==> config.mk <==
export PLATFORM = sky130hd
export DESIGN_NAME = relational_operators
export DESIGN_NICKNAME = d
export VERILOG_FILES = /design/src/rtl/relational_operators_pkg.sv /design/src/rtl/relop_core.sv /design/src/rtl/relational_operators.sv
export SDC_FILE = /design/constraint.sdc
export NUM_CORES = 1
export LEC_CHECK = 0
export BUFFER_PORTS_ARGS = -buffer_cell sky130_fd_sc_hd__buf_2
export CAP_MARGIN = 20
export CELL_PAD_IN_SITES_DETAIL_PLACEMENT = 1
export CELL_PAD_IN_SITES_GLOBAL_PLACEMENT = 2
export CORE_MARGIN = 4
export CORE_UTILIZATION = 19
export DETAILED_ROUTE_END_ITERATION = 7
export PLACE_DENSITY = 0.78
export SLEW_MARGIN = 25
export SYNTH_ARGS = -nofsm -noshare
export SYNTH_HDL_FRONTEND = slang
export SYNTH_SLANG_ARGS = --single-unit
export TNS_END_PERCENT = 1
==> constraint.sdc <==
create_clock -name clk -period 1.5 [get_ports clk]
set_input_delay 0.15 -clock clk [delete_from_list [all_inputs] [get_ports clk]]
set_output_delay 0.15 -clock clk [all_outputs]
set_load 0.01 [all_outputs]
==> src/rtl/relational_operators_pkg.sv <==
// Shared types and constants for the relational_operators comparator.
//   DEFAULT_WIDTH  : default operand width
//   relop_flags_t  : primary relation flags {greater, lease, equal}; the
//                    complement outputs are derived from these
//   RELOP_RESET    : flag value for comparing 0 with 0, used as reset state
package relational_operators_pkg;

    localparam int DEFAULT_WIDTH = 4;

    typedef struct packed {
        logic greater;
        logic lease;
        logic equal;
    } relop_flags_t;

    localparam relop_flags_t RELOP_RESET = '{greater: 1'b0, lease: 1'b0, equal: 1'b1};

endpackage

==> src/rtl/relop_core.sv <==
// Combinational magnitude/equality compare of two WIDTH-bit operands.
//   a, b    : operands
//   flags_o : {greater, lease, equal}, exactly one bit set
// Build option RELATIONAL_OPERATORS_SIGNED_EN selects two's-complement
// ordering; without it the operands are compared as unsigned.
module relop_core
    import relational_operators_pkg::*;
#(
    parameter int WIDTH = DEFAULT_WIDTH
) (
    input  logic [WIDTH-1:0] a,
    input  logic [WIDTH-1:0] b,
    output relop_flags_t     flags_o
);

    logic gt;
    logic lt;

`ifdef RELATIONAL_OPERATORS_SIGNED_EN
    assign gt = $signed(a) > $signed(b);
    assign lt = $signed(a) < $signed(b);
`else
    assign gt = a > b;
    assign lt = a < b;
`endif

    // Equality does not depend on signedness.
    always_comb begin
        flags_o.greater = gt;
        flags_o.lease   = lt;
        flags_o.equal   = (a == b);
    end

endmodule

==> src/rtl/relational_operators.sv <==
// Registered comparator producing all six relational flags.
//   clk, reset : clock, synchronous active-high reset
//   a, b       : WIDTH-bit operands, sampled when in_valid=1
//   in_valid   : operand qualifier
//   greater/lease/no_lease/no_great/equal/no_equal : registered relations
//   out_valid  : flags correspond to the pair sampled on the previous edge
// Build option RELATIONAL_OPERATORS_SIGNED_EN: signed operand ordering.
module relational_operators
    import relational_operators_pkg::*;
#(
    parameter int WIDTH = DEFAULT_WIDTH
) (
    input  logic             clk,
    input  logic             reset,
    input  logic [WIDTH-1:0] a,
    input  logic [WIDTH-1:0] b,
    input  logic             in_valid,
    output logic             greater,
    output logic             lease,
    output logic             no_lease,
    output logic             no_great,
    output logic             equal,
    output logic             no_equal,
    output logic             out_valid
);

    relop_flags_t flags_d;
    relop_flags_t flags_q;
    logic         valid_q;

    relop_core #(.WIDTH(WIDTH)) u_core (
        .a       (a),
        .b       (b),
        .flags_o (flags_d)
    );

    // Flags hold while in_valid=0; only out_valid tracks every edge.
    always_ff @(posedge clk) begin
        if (reset) begin
            flags_q <= RELOP_RESET;
            valid_q <= 1'b0;
        end else begin
            valid_q <= in_valid;
            if (in_valid) flags_q <= flags_d;
        end
    end

    // Complements come from the same register, so they can never disagree.
    assign greater   = flags_q.greater;
    assign lease     = flags_q.lease;
    assign equal     = flags_q.equal;
    assign no_lease  = ~flags_q.lease;
    assign no_great  = ~flags_q.greater;
    assign no_equal  = ~flags_q.equal;
    assign out_valid = valid_q;

endmodule

==> impl_metrics.env <==
export IMPL_status="complete, no violations"
export IMPL_postRouteAntennaNets=0
export IMPL_antennaDiodeCount=0
export IMPL_hold_path_depth=2
export IMPL_kind_of_end_point_of_the_critical_path="primary output"
export IMPL_worst_r2r_path_depth=3
export IMPL_period_needed_ns=0.894
export IMPL_hold_path_class="primary input to flop"
export IMPL_floorplan_initialDensity=0.214
export IMPL_grt_overflow=0
export IMPL_final_setup_viol_count=0
export IMPL_grt_pass1_wl_um=1050
export IMPL_transition_at_the_pin_with_the_smallest_max_transition_slack_ns=0.217
export IMPL_ys_ff_latch=4
export IMPL_cts_repair_resize_count=0
export IMPL_finalWirelength_um=574
export IMPL_clk_transition_reported_paths_ns=0.04
export IMPL_slew_headroom=0.855
export IMPL_gp_congestion=0.743
export IMPL_vias_in_the_first_global_route=261
export IMPL_timing_clock_skew_ns=0
export IMPL_route_detailed_drc=0
export IMPL_num_vias=254
export IMPL_buffer_ports_inserted=17
export IMPL_cpLargestDelayFamily="flip-flops"
export IMPL_initialDrtViolationCount=3
export IMPL_fp_dieArea_sq_um=1960
export IMPL_grtUsageTotal=0.0738
export IMPL_cts_sink_count=4
export IMPL_cts_repair_timing_setup_buffer_count=0
export IMPL_core_sq_um=1170
export IMPL_core_rowCount=12
export IMPL_die_y_um=44.3
export IMPL_tritoncts="done"
export IMPL_clk_root_buffer_cell="clkbuf_4"
export IMPL_place_detailed_hpwl_um=527
export IMPL_netlist_top_cells_area="dfxtp_1 32%, ha_1 20%, inv_1 12%"
export IMPL_die_w_um=44.3
export IMPL_worstReg2RegStart="lease"
export IMPL_cts_hold_repair_buffers=0
export IMPL_syn_avg_cell_area_sq_um=8.94
export IMPL_worst_hold_startpoint="reset"
export IMPL_max_stage_delay_ns=0.34
export IMPL_ys_warn_count=0
export IMPL_synth_seq_area_share=0.320
export IMPL_timing_worst_setup_path_type="flop to primary output"
export IMPL_cts_max_level=1
export IMPL_timing_critical_path_slowest_stage_cell="dfxtp_1"
export IMPL_synth_net_count=43
export IMPL_cp_data_required_time_ns=1.35
export IMPL_power_static_leakage_uw=0.000214
export IMPL_nNetsFinal=65
export IMPL_worst_setup_path_start_kind="flop"
export IMPL_worst_endpoint_arrival_ns=0.74
export IMPL_regToRegSetupSlack_ns=0.76
export IMPL_synth_lib_cells_used_distinct=13
export IMPL_count_of_max_cap_constraint_violations=0
export IMPL_drtPass1Iterations=2
export IMPL_ratio_of_total_power_to_cell_area_nw_per_um2=879
export IMPL_ioPinCount=18
export IMPL_initial_antenna_violation_count=0
export IMPL_route_detailed_wl_per_inst_um=9.26
export IMPL_synthDominantCellAreaShare=0.320
export IMPL_worstPathCellList="inv_1, buf_2"
export IMPL_final_period_utilization=0.596
export IMPL_number_of_buffers_inserted_during_clock_tree_synthesis=3
export IMPL_hold_viol=0
export IMPL_synth_cell_area_sq_um=250
export IMPL_ir_worst_vdd_uv=272
export IMPL_hold_path_endpoint="out_valid"
export IMPL_clk_insertion_delay_late_ns=0.23
export IMPL_area_growth_synth_to_final_pct=50.0
export IMPL_worst_path_max_fanout=3
export IMPL_critical_path_n_buffers_inverters=2
export IMPL_capturing_point_of_the_worst_reg2reg_path="lease"
export IMPL_synthDominantAreaCellType="dfxtp_1"
export IMPL_via_per_inst=4.10
export IMPL_timing_fmax_ghz=1.12
export IMPL_timing_hold_ws_ns=0.104
export IMPL_setup_tns_final_ns=0
export IMPL_grt_start_max_net_pins=5
export IMPL_rsz0062_at_grt="false"
export IMPL_postSynthCellCount=28
export IMPL_timing_final_max_slew_violations=0
export IMPL_drive_gt1_frac=0.521
export IMPL_cts_path_max_buffers=2
## state kept, by name (all words and copies together), names as in the netlist
name,flops
equal,1
greater,1
lease,1
out_valid,1
## cells in the mapped netlist
| cell | instances |
|---|---|
| a31o_1 | 1 |
| a211oi_2 | 2 |
| dfxtp_1 | 4 |
| nor3_1 | 1 |
| nor2_1 | 2 |
| o211ai_2 | 1 |
| ha_1 | 4 |
| nor2b_2 | 1 |
| inv_1 | 8 |
| nand4_1 | 1 |
| inv_2 | 1 |
| o21ai_1 | 1 |
| a21o_1 | 1 |
## kinds of logic (layout without fill, tap and decap cells)
logic type      count (synthesis)  in the layout  share of synthesized area
simple gates                    5              5                      0.110
compound gates                  6              6                      0.235
buf+inv                         9             29                      0.135
flops                           4              4                      0.320
fa+ha+maj                       4              4                      0.200
## power by group
part | switching, uW | internal (uW) | leakage, uW | total [uW]
logic | 41.5 | 39.5 | 0.000166 | 81.0
registers | 4.33 | 115 | 0.0000333 | 120
clock network | 39.8 | 89.2 | 0.0000138 | 129
## layer usage
layer	global-route usage	part of all wire
met1	0.0988	0.48
met4	0.0723	0
met3	0.0203	0.14
met2	0.0901	0.37
met5	0	0
## per-stage QoR
stage | util | total power, uW | std cells | area [sq um] | worst slack [ns]
2_1_floorplan | - | 168 | 28 | 250 | 0.514
3_3_place_gp | 0.301 | 203 | 59 | 353 | 0.379
3_5_place_dp | 0.301 | 204 | 59 | 353 | 0.373
4_1_cts | 0.321 | 341 | 62 | 375 | 0.589
5_1_grt | 0.321 | 358 | 62 | 375 | 0.541
6_report | 0.321 | 330 | 62 | 375 | 0.606
## area by class of cell
type                       count  area (sq um)
tap                           14          17.5
clock buffer                   3          22.5
timing repair buffer          17          85.1
sequential                     4          80.1
inverter                       9          33.8
fill                         162           796
multi-input combinational     15           136
## layout by cell type, fill, tap and decap left out
| master | instances |
|---|---|
| a31o_1 | 1 |
| ha_1 | 4 |
| a21o_1 | 1 |
| nand4_1 | 1 |
| nor2b_2 | 1 |
| o211ai_2 | 1 |
| inv_2 | 1 |
| nor3_1 | 1 |
| nor2_1 | 2 |
| inv_1 | 8 |
| buf_2 | 17 |
| dfxtp_1 | 4 |
| clkbuf_4 | 3 |
| o21ai_1 | 1 |
| a211oi_2 | 2 |
## how the worst max path moves through the flow
stage                        from        to  slack [ns]  depth (start not counted)
after floorplan              b[1]     lease        0.51                          5
after global placement       b[1]     lease        0.38                          6
after detailed placement     b[1]     lease        0.37                          6
after CTS                 greater  no_great        0.59                          2
after global routing         b[3]     lease        0.54                          5
final                     greater  no_great        0.61                          2
(Power assumes the default switching activity.)
